===== config.mk =====
export PLATFORM = sky130hd
export DESIGN_NAME = idex_pipe_stage
export DESIGN_NICKNAME = d
export VERILOG_FILES = /design/src/rtl/idex_pipe_stage.sv
export SDC_FILE = /design/constraint.sdc
export NUM_CORES = 1
export LEC_CHECK = 0
export CORE_AREA = 2 2 157 159
export DETAILED_ROUTE_END_ITERATION = 6
export DIE_AREA = 0 0 159 161
export GPL_ROUTABILITY_DRIVEN = 1
export GPL_TIMING_DRIVEN = 0
export PLACE_DENSITY = 0.85
export SYNTH_ARGS = -nofsm -noshare
export SYNTH_HDL_FRONTEND = slang
export SYNTH_SLANG_ARGS = --single-unit

===== constraint.sdc =====
create_clock -name clk -period 3.42 [get_ports clk]
set_input_delay 0.342 -clock clk [delete_from_list [all_inputs] [get_ports clk]]
set_output_delay 0.342 -clock clk [all_outputs]
set_load 0.03 [all_outputs]

===== src/rtl/idex_pipe_stage.sv =====
`default_nettype none
// ============================================================================
// Module   : idex_pipe_stage
// Brief    : ID/EX pipeline stage carrying a packed control vector, three
//            register specifiers and NUM_DATA data words from decode to
//            execute. Valid/ready handshake with a 2-entry skid buffer so
//            that ready is a registered signal, plus synchronous flush for
//            branch/jump squash. Synchronous active-low reset.
// Options  : define PIPE_STATS_EN to add saturating stall/bubble counters
//            (stall_cnt, bubble_cnt ports and parameter CNT_W).
// Revision : 1.0 - initial release
// ============================================================================
module idex_pipe_stage #(
  parameter int CTRL_W   = 12,
  parameter int REG_W    = 5,
  parameter int DATA_W   = 32,
  parameter int NUM_DATA = 4
`ifdef PIPE_STATS_EN
  ,
  parameter int CNT_W    = 16
`endif
) (
  input  logic                       clk,
  input  logic                       rst,
  input  logic                       flush,
  input  logic                       in_valid,
  output logic                       in_ready,
  input  logic [CTRL_W-1:0]          in_ctrl,
  input  logic [REG_W-1:0]           in_rs,
  input  logic [REG_W-1:0]           in_rt,
  input  logic [REG_W-1:0]           in_rd,
  input  logic [NUM_DATA*DATA_W-1:0] in_data,
  output logic                       out_valid,
  input  logic                       out_ready,
  output logic [CTRL_W-1:0]          out_ctrl,
  output logic [REG_W-1:0]           out_rs,
  output logic [REG_W-1:0]           out_rt,
  output logic [REG_W-1:0]           out_rd,
  output logic [NUM_DATA*DATA_W-1:0] out_data
`ifdef PIPE_STATS_EN
  ,
  output logic [CNT_W-1:0]           stall_cnt,
  output logic [CNT_W-1:0]           bubble_cnt
`endif
);

  // State encodes both valid bits: main valid in FULL/SKID, skid valid in SKID.
  localparam logic [1:0] c_st_empty = 2'd0;
  localparam logic [1:0] c_st_full  = 2'd1;
  localparam logic [1:0] c_st_skid  = 2'd2;

  logic [1:0]                 state_q, state_d;
  logic                       ready_q;

  logic [CTRL_W-1:0]          main_ctrl_q, skid_ctrl_q;
  logic [REG_W-1:0]           main_rs_q, main_rt_q, main_rd_q;
  logic [REG_W-1:0]           skid_rs_q, skid_rt_q, skid_rd_q;
  logic [NUM_DATA*DATA_W-1:0] main_data_q, skid_data_q;

  logic                       w_accept;
  logic                       w_drain;
  logic                       w_main_valid;
  logic                       w_load_main_in;
  logic                       w_load_main_skid;
  logic                       w_load_skid;

  assign w_main_valid = (state_q != c_st_empty);
  assign w_accept     = in_valid & ready_q;
  assign w_drain      = w_main_valid & out_ready;
  assign in_ready     = ready_q;

  // State register.
  always_ff @(posedge clk) begin
    if (!rst) state_q <= c_st_empty;
    else      state_q <= state_d;
  end

  // Next-state and entry load selection; flush overrides every transition.
  always_comb begin
    state_d          = state_q;
    w_load_main_in   = 1'b0;
    w_load_main_skid = 1'b0;
    w_load_skid      = 1'b0;
    case (state_q)
      c_st_empty: begin
        if (w_accept) begin
          state_d        = c_st_full;
          w_load_main_in = 1'b1;
        end
      end
      c_st_full: begin
        if (w_drain && w_accept) begin
          w_load_main_in = 1'b1;
        end else if (w_drain) begin
          state_d = c_st_empty;
        end else if (w_accept) begin
          state_d     = c_st_skid;
          w_load_skid = 1'b1;
        end
      end
      c_st_skid: begin
        if (w_drain) begin
          state_d          = c_st_full;
          w_load_main_skid = 1'b1;
        end
      end
      default: state_d = c_st_empty;
    endcase
    if (flush) begin
      state_d          = c_st_empty;
      w_load_main_in   = 1'b0;
      w_load_main_skid = 1'b0;
      w_load_skid      = 1'b0;
    end
  end

  // Outputs: control vector is zeroed for bubbles, other fields just held.
  always_comb begin
    out_valid = w_main_valid;
    out_ctrl  = w_main_valid ? main_ctrl_q : '0;
    out_rs    = main_rs_q;
    out_rt    = main_rt_q;
    out_rd    = main_rd_q;
    out_data  = main_data_q;
  end

  // Ready is registered from the next skid occupancy, held low in reset.
  always_ff @(posedge clk) begin
    if (!rst) ready_q <= 1'b0;
    else      ready_q <= (state_d != c_st_skid);
  end

  // Main entry: loads from the input or from the skid entry.
  always_ff @(posedge clk) begin
    if (!rst) begin
      main_ctrl_q <= '0;
      main_rs_q   <= '0;
      main_rt_q   <= '0;
      main_rd_q   <= '0;
      main_data_q <= '0;
    end else if (w_load_main_in) begin
      main_ctrl_q <= in_ctrl;
      main_rs_q   <= in_rs;
      main_rt_q   <= in_rt;
      main_rd_q   <= in_rd;
      main_data_q <= in_data;
    end else if (w_load_main_skid) begin
      main_ctrl_q <= skid_ctrl_q;
      main_rs_q   <= skid_rs_q;
      main_rt_q   <= skid_rt_q;
      main_rd_q   <= skid_rd_q;
      main_data_q <= skid_data_q;
    end
  end

  // Skid entry: captures the input accepted while the main entry is stalled.
  always_ff @(posedge clk) begin
    if (!rst) begin
      skid_ctrl_q <= '0;
      skid_rs_q   <= '0;
      skid_rt_q   <= '0;
      skid_rd_q   <= '0;
      skid_data_q <= '0;
    end else if (w_load_skid) begin
      skid_ctrl_q <= in_ctrl;
      skid_rs_q   <= in_rs;
      skid_rt_q   <= in_rt;
      skid_rd_q   <= in_rd;
      skid_data_q <= in_data;
    end
  end

`ifdef PIPE_STATS_EN
  logic [CNT_W-1:0] stall_q;
  logic [CNT_W-1:0] bubble_q;

  assign stall_cnt  = stall_q;
  assign bubble_cnt = bubble_q;

  // Saturating counters of stalled and empty output cycles.
  always_ff @(posedge clk) begin
    if (!rst) begin
      stall_q  <= '0;
      bubble_q <= '0;
    end else begin
      if (w_main_valid && !out_ready && (stall_q != {CNT_W{1'b1}}))
        stall_q <= stall_q + 1'b1;
      if (!w_main_valid && (bubble_q != {CNT_W{1'b1}}))
        bubble_q <= bubble_q + 1'b1;
    end
  end
`endif

endmodule
`default_nettype wire


Word-level counts from Yosys, hierarchy flattened
Index checks and enable logic that the tools add are counted.
Widths: inputs -> output; s select.

word-level totals
  register bits after elaboration = 313
  bits in latches = 0
  bits in writable memories = 0
  ROM bits = 0
  input port bits = 160
  output and inout port bits = 157
  memories = 0

operators by class
  $add $sub $neg = 0
  $mul = 0
  divide/modulo/power cells = 0
  $lt $le $gt $ge = 0
  equality and inequality tests = 3
  shift operators = 0
  mux-type cells = 29
  bitwise gates (word level) = 2
  reductions and logical operators = 4

operators with widths
  kind                count
  $mux 128            2
  $mux 12             3
  $mux 5              6
  $mux 2              6
  $mux 1              10
  $pmux 2 s3          1
  $reduce_bool 2->1   2
  $and 1x1->1         2
  $eq 2x1->1 const B  1
  $eq 2x2->1 const B  1
  $logic_not 2->1     1
  $ne 2x2->1 const B  1
  $pmux 1 s2          1
  $logic_and 1x1->1   1

Logic depth before layout (Yosys ltp)
  word-level depth = 7
  gate-level depth with buffers = 7

Worst setup path after synthesis
No wires, ideal clock.

  path type = register -> register
  from = register ready_q (netlist: in_ready)
  to = register main_ctrl_q[0]
  library setup time = 0.122 ns
  data arrival time = 1.576 ns
  required time = 3.298 ns
  slack = 1.722 ns
  cell stages (with the launch flop) = 8
  buffers on the path = 3
  clock period less this slack = 1.698 ns
  cells stage by stage = dfxtp_1 -> nand2_1 -> or4_1 -> buf_2 -> buf_6 -> buf_6 -> o21ai_1 -> a31oi_1

between the ends
  longest elaborated chain between the ends = 6
  elaborated cells between the ends (all ways) = 8
  those cells by class = mux (5); bitwise (1); reduce/logical (2)

RTL lines
  what                                          RTL line  RTL
  start, declared                               53        logic ready_q;
  start signal, assigned                        130       else ready_q <= (state_d != c_st_skid);
  $and 1x1->1 (*)                               68        assign w_accept = in_valid & ready_q;
  $logic_and 1x1->1                             92        if (w_drain && w_accept) begin
  $mux 1                                        92
  $pmux 1 s2 (*)                                84        case (state_q)
  $mux 1 (*)                                    109       if (flush) begin
  $mux 12 or $reduce_bool 2->1 (tied branches)  n/a
  end signal, assigned                          142       main_ctrl_q <= in_ctrl;
  end signal, assigned                          148       main_ctrl_q <= skid_ctrl_q;
  end, declared                                 55        logic [CTRL_W-1:0] main_ctrl_q, skid_ctrl_q;

Mark *: on every way between the ends. The rest lies on a longest branch, timed or not.
A chain may end at the register's enable or synchronous reset.

Worst setup path in the final report
  from = register state_q[1]
  to = output port out_ctrl[5]

between the ends
  longest elaborated chain between the ends = 2

RTL lines
  what                    RTL line  RTL
  start, declared         52        logic [1:0] state_q, state_d;
  start signal, assigned  74        if (!rst) state_q <= c_st_empty;
  start signal, assigned  75        else state_q <= state_d;
  $reduce_bool 2->1       67        assign w_main_valid = (state_q != c_st_empty);
  $mux 12                 120       out_ctrl = w_main_valid ? main_ctrl_q : '0;
  end, declared           35        output logic [CTRL_W-1:0] out_ctrl,

Every way passes these cells.

==> summary.md <==
| Metric | Value |
|---|---|
| Post-DP HPWL | 27.9 mm |
| Slew @ Worst Pin | 1.00 ns |
| Status | complete, no violations |
| Clk sink count | 313 |
| # Max-Cap Violations | 0 |
| Core area | 24000 um^2 |
| Final Wtd Congestion | 0.887 |
| Setup crit start kind | flip-flop |
| Post-place setup slack | 0.819 ns |
| Global-route wire length before repair | 61.9 mm |
| Post-Route Setup TNS | 0 ns |
| All-Layer GR Usage | 29.5% |
| Final worst slack | 0.705 ns |
| CTS tree | done |
| Vias in the first global route | 12000 |
| Net count, final | 2075 |
| Cell taking the most area after synthesis | dfxtp_1 |
| Ys async rst share | 0% |
| Residual DRC count | 0 |
| CTS Buf Count | 31 |
| Tmin final | 2.72 ns |
| Worst R2R Start | state_q[0] |
| Clk root buf | clkbuf_16 |
| Slew headroom | 33.3% |
| Cells after Synth | 1567 |
| WHS Endpoint | skid_data_q[97] |
| H-tree depth | 1 |
| Post-CTS Resized | 0 |
| Synth top area cells | dfxtp_1, nand2_1, a21boi_0 |
| Placed instance area | 16100 um^2 |
| Reg2Reg Setup Slack | 1.26 ns |
| Final wirelength | 39.3 mm |
| Fmax | 368 MHz |
| Setup crit end kind | primary output |
| Router iterations before antenna repair | 6 |
| Initial DRC count | 1026 |
| Sequential area share after synthesis | 50.1% |
| P per Cell Area | 486 nW/um^2 |
| Via count | 12400 |
| Fin crit share | 79.4% |
| Largest net degree at the start of global routing | 15 |
| Clock skew | 0.0180 ns |
| Die area | 25600 um^2 |
| Unrepaired setup endpoints after global routing | no |
| Ys Warns | 0 |
| Worst EP required | 3.08 ns |
| Post-Syn Area per Cell | 7.99 um^2 |
| Count of cell types in the netlist | 23 |
| Area growth syn-to-layout | 37.2% |
| Final Hold Vio Count | 0 |
| Top cells by count, synth | nand2_1, dfxtp_1, a21boi_0, a31oi_1, o21ai_1 |
| Area occupied by multi-input gates | 5440 um^2 |
| Final std cells w/o fill | 2265 |
| I/O Pins | 317 |
| Final Max Slew Viols | 0 |
| Critical path buffer and inverter count | 2 |
| Fillers | 1856 |
| Share of the synthesized area in the top cell type | 50.1% |
| Register area | 6270 um^2 |
| Die height | 161 um |
| Critical path type | reg2out |
| Clk slew on worst S/H paths | 0.07 ns |
| Reg2reg path depth | 5 |
| Initial antenna violation count | 6 |
| CP Max Fanout | 10 |
| Initial Util | 52.2% |
| CP cell instances | nor2_1 -> clkbuf_1 -> nor2b_1 -> clkdlybuf4s50_1 |
| Deepest clock path buffer count | 3 |
| Worst-Skew Late Latency | 0.55 ns |
| Pleak | 0.00572 uW |
| PortBufs | 315 |
| Post-route ant nets | 0 |
| IR drop worst, VDD | 0.000369 V |
| HP Class | in2reg |
| GRT Residual Overflow | 0 |
| Hold path depth | 3 |
| Placed cells | 2206 |
| Rows | 57 |
| Via density | 5.48 |
| Most numerous cell in the Yosys netlist | nand2_1 |
| Post-CTS setup buffer count | 0 |
| Die width | 159 um |
| Slowest cell delay on critical path | 0.61 ns |
| Cell family with most CP delay | buffers and inverters |
| EDFF count, synth | 0 |
| Share of layout cells above drive strength 1 | 5.99% |
| Register bit total from synthesis | 313 |
| Min-Delay Startpoint | in_data[97] |
| Most used DFF post-synth | dfxtp_1 |
| Post-CTS Hold Buffers | 0 |
| Final setup fails | 0 |
| Slowest CP cell | clkdlybuf4s50_1 |
| CP arrival | 2.37 ns |
| Final Cell Area | 17200 um^2 |
| Syn Nets | 1727 |
| Synthesized cell area | 12500 um^2 |
| DR WL/cell | 17.4 um |
| Worst R2R End | out_rt[4] |
==> stage by stage <==
step / total power (uW) / util (%) / hold slack [ns]
after global routing: 8590 / 71.6 / 0.383
after floorplan: 4330 / - / 0.444
final: 8350 / 71.6 / 0.377
after detailed placement: 4830 / 67.1 / 0.457
after global placement: 4820 / 67.1 / 0.450
after CTS: 8380 / 71.6 / 0.366
==> placed cells by master (no fill, tap or decap), types with 10 or more instances in the layout <==
cell and count:
a31oi_1 155, buf_6 33, buf_2 31, clkbuf_1 72, clkbuf_8 10, clkbuf_16 31, a21boi_0 155, clkdlybuf4s50_1 315
nor2b_1 14, o21ai_0 10, dfxtp_1 313, nand2_1 621, o21ai_1 145
==> logic make-up (layout without fill, tap and decap cells) <==
group / after synthesis / count (layout) / synth area share, %
muxes: 2 / 2 / 0.160
and+or+nand+nor: 645 / 645 / 19.9
other: 0 / 5 / 0
buffers and inverters: 140 / 509 / 6.49
DFF: 313 / 313 / 50.1
AOI/OAI and AO/OA: 467 / 467 / 23.3
==> worst register-to-register path, stage by stage (launching register included) <==
cell,delay (ns)
dfxtp_1,0.42
nand4bb_1,0.17
clkbuf_1,0.63
clkbuf_1,0.51
nand2_1,0.12
a31oi_1,0.22
==> state kept, by name, indices dropped and copies added (netlist names), 12 cells and up <==
name         cells
out_data       128
skid_data_q    128
main_ctrl_q     12
skid_ctrl_q     12
==> area by class of cell <==
type | instances | area share [%]
Timing Repair Buffer | 315 | 18.4
Antenna cell | 5 | 0.0729
Buffer | 139 | 4.71
Inverter | 1 | 0.0219
Clock buffer | 43 | 5.36
Multi-Input combinational cell | 1114 | 31.7
Clock inverter | 11 | 0.947
Tap cell | 324 | 2.36
Sequential cell | 313 | 36.5
==> where the power goes <==
group,internal (uW),switching [uW]
clock network,2160,1420
registers,3750,61.2
logic,453,505
total,6370,1980
==> routing by layer <==
layer	routed length [um]	vias up	GRT usage, %
met4	1340	0	10.8
met5	0	-	0
met2	18800	564	51.0
met1	15700	5787	36.2
met3	3510	94	6.65
li1	-	5977	-
==> worst max path at each step <==
| stage | from | to | slack, ns | cells past startpoint |
|---|---|---|---|---|
| floorplan | in_ready | main_ctrl_q[0] | 1.72 | 7 |
| global placement | flush | out_data[127] | 0.89 | 6 |
| detailed placement | flush | main_ctrl_q[9] | 0.82 | 6 |
| CTS | state_q[1] | out_ctrl[5] | 0.70 | 4 |
| global route | state_q[1] | out_ctrl[9] | 0.63 | 4 |
| finish | state_q[1] | out_ctrl[5] | 0.70 | 4 |
Power figures use the tool's default switching activity.
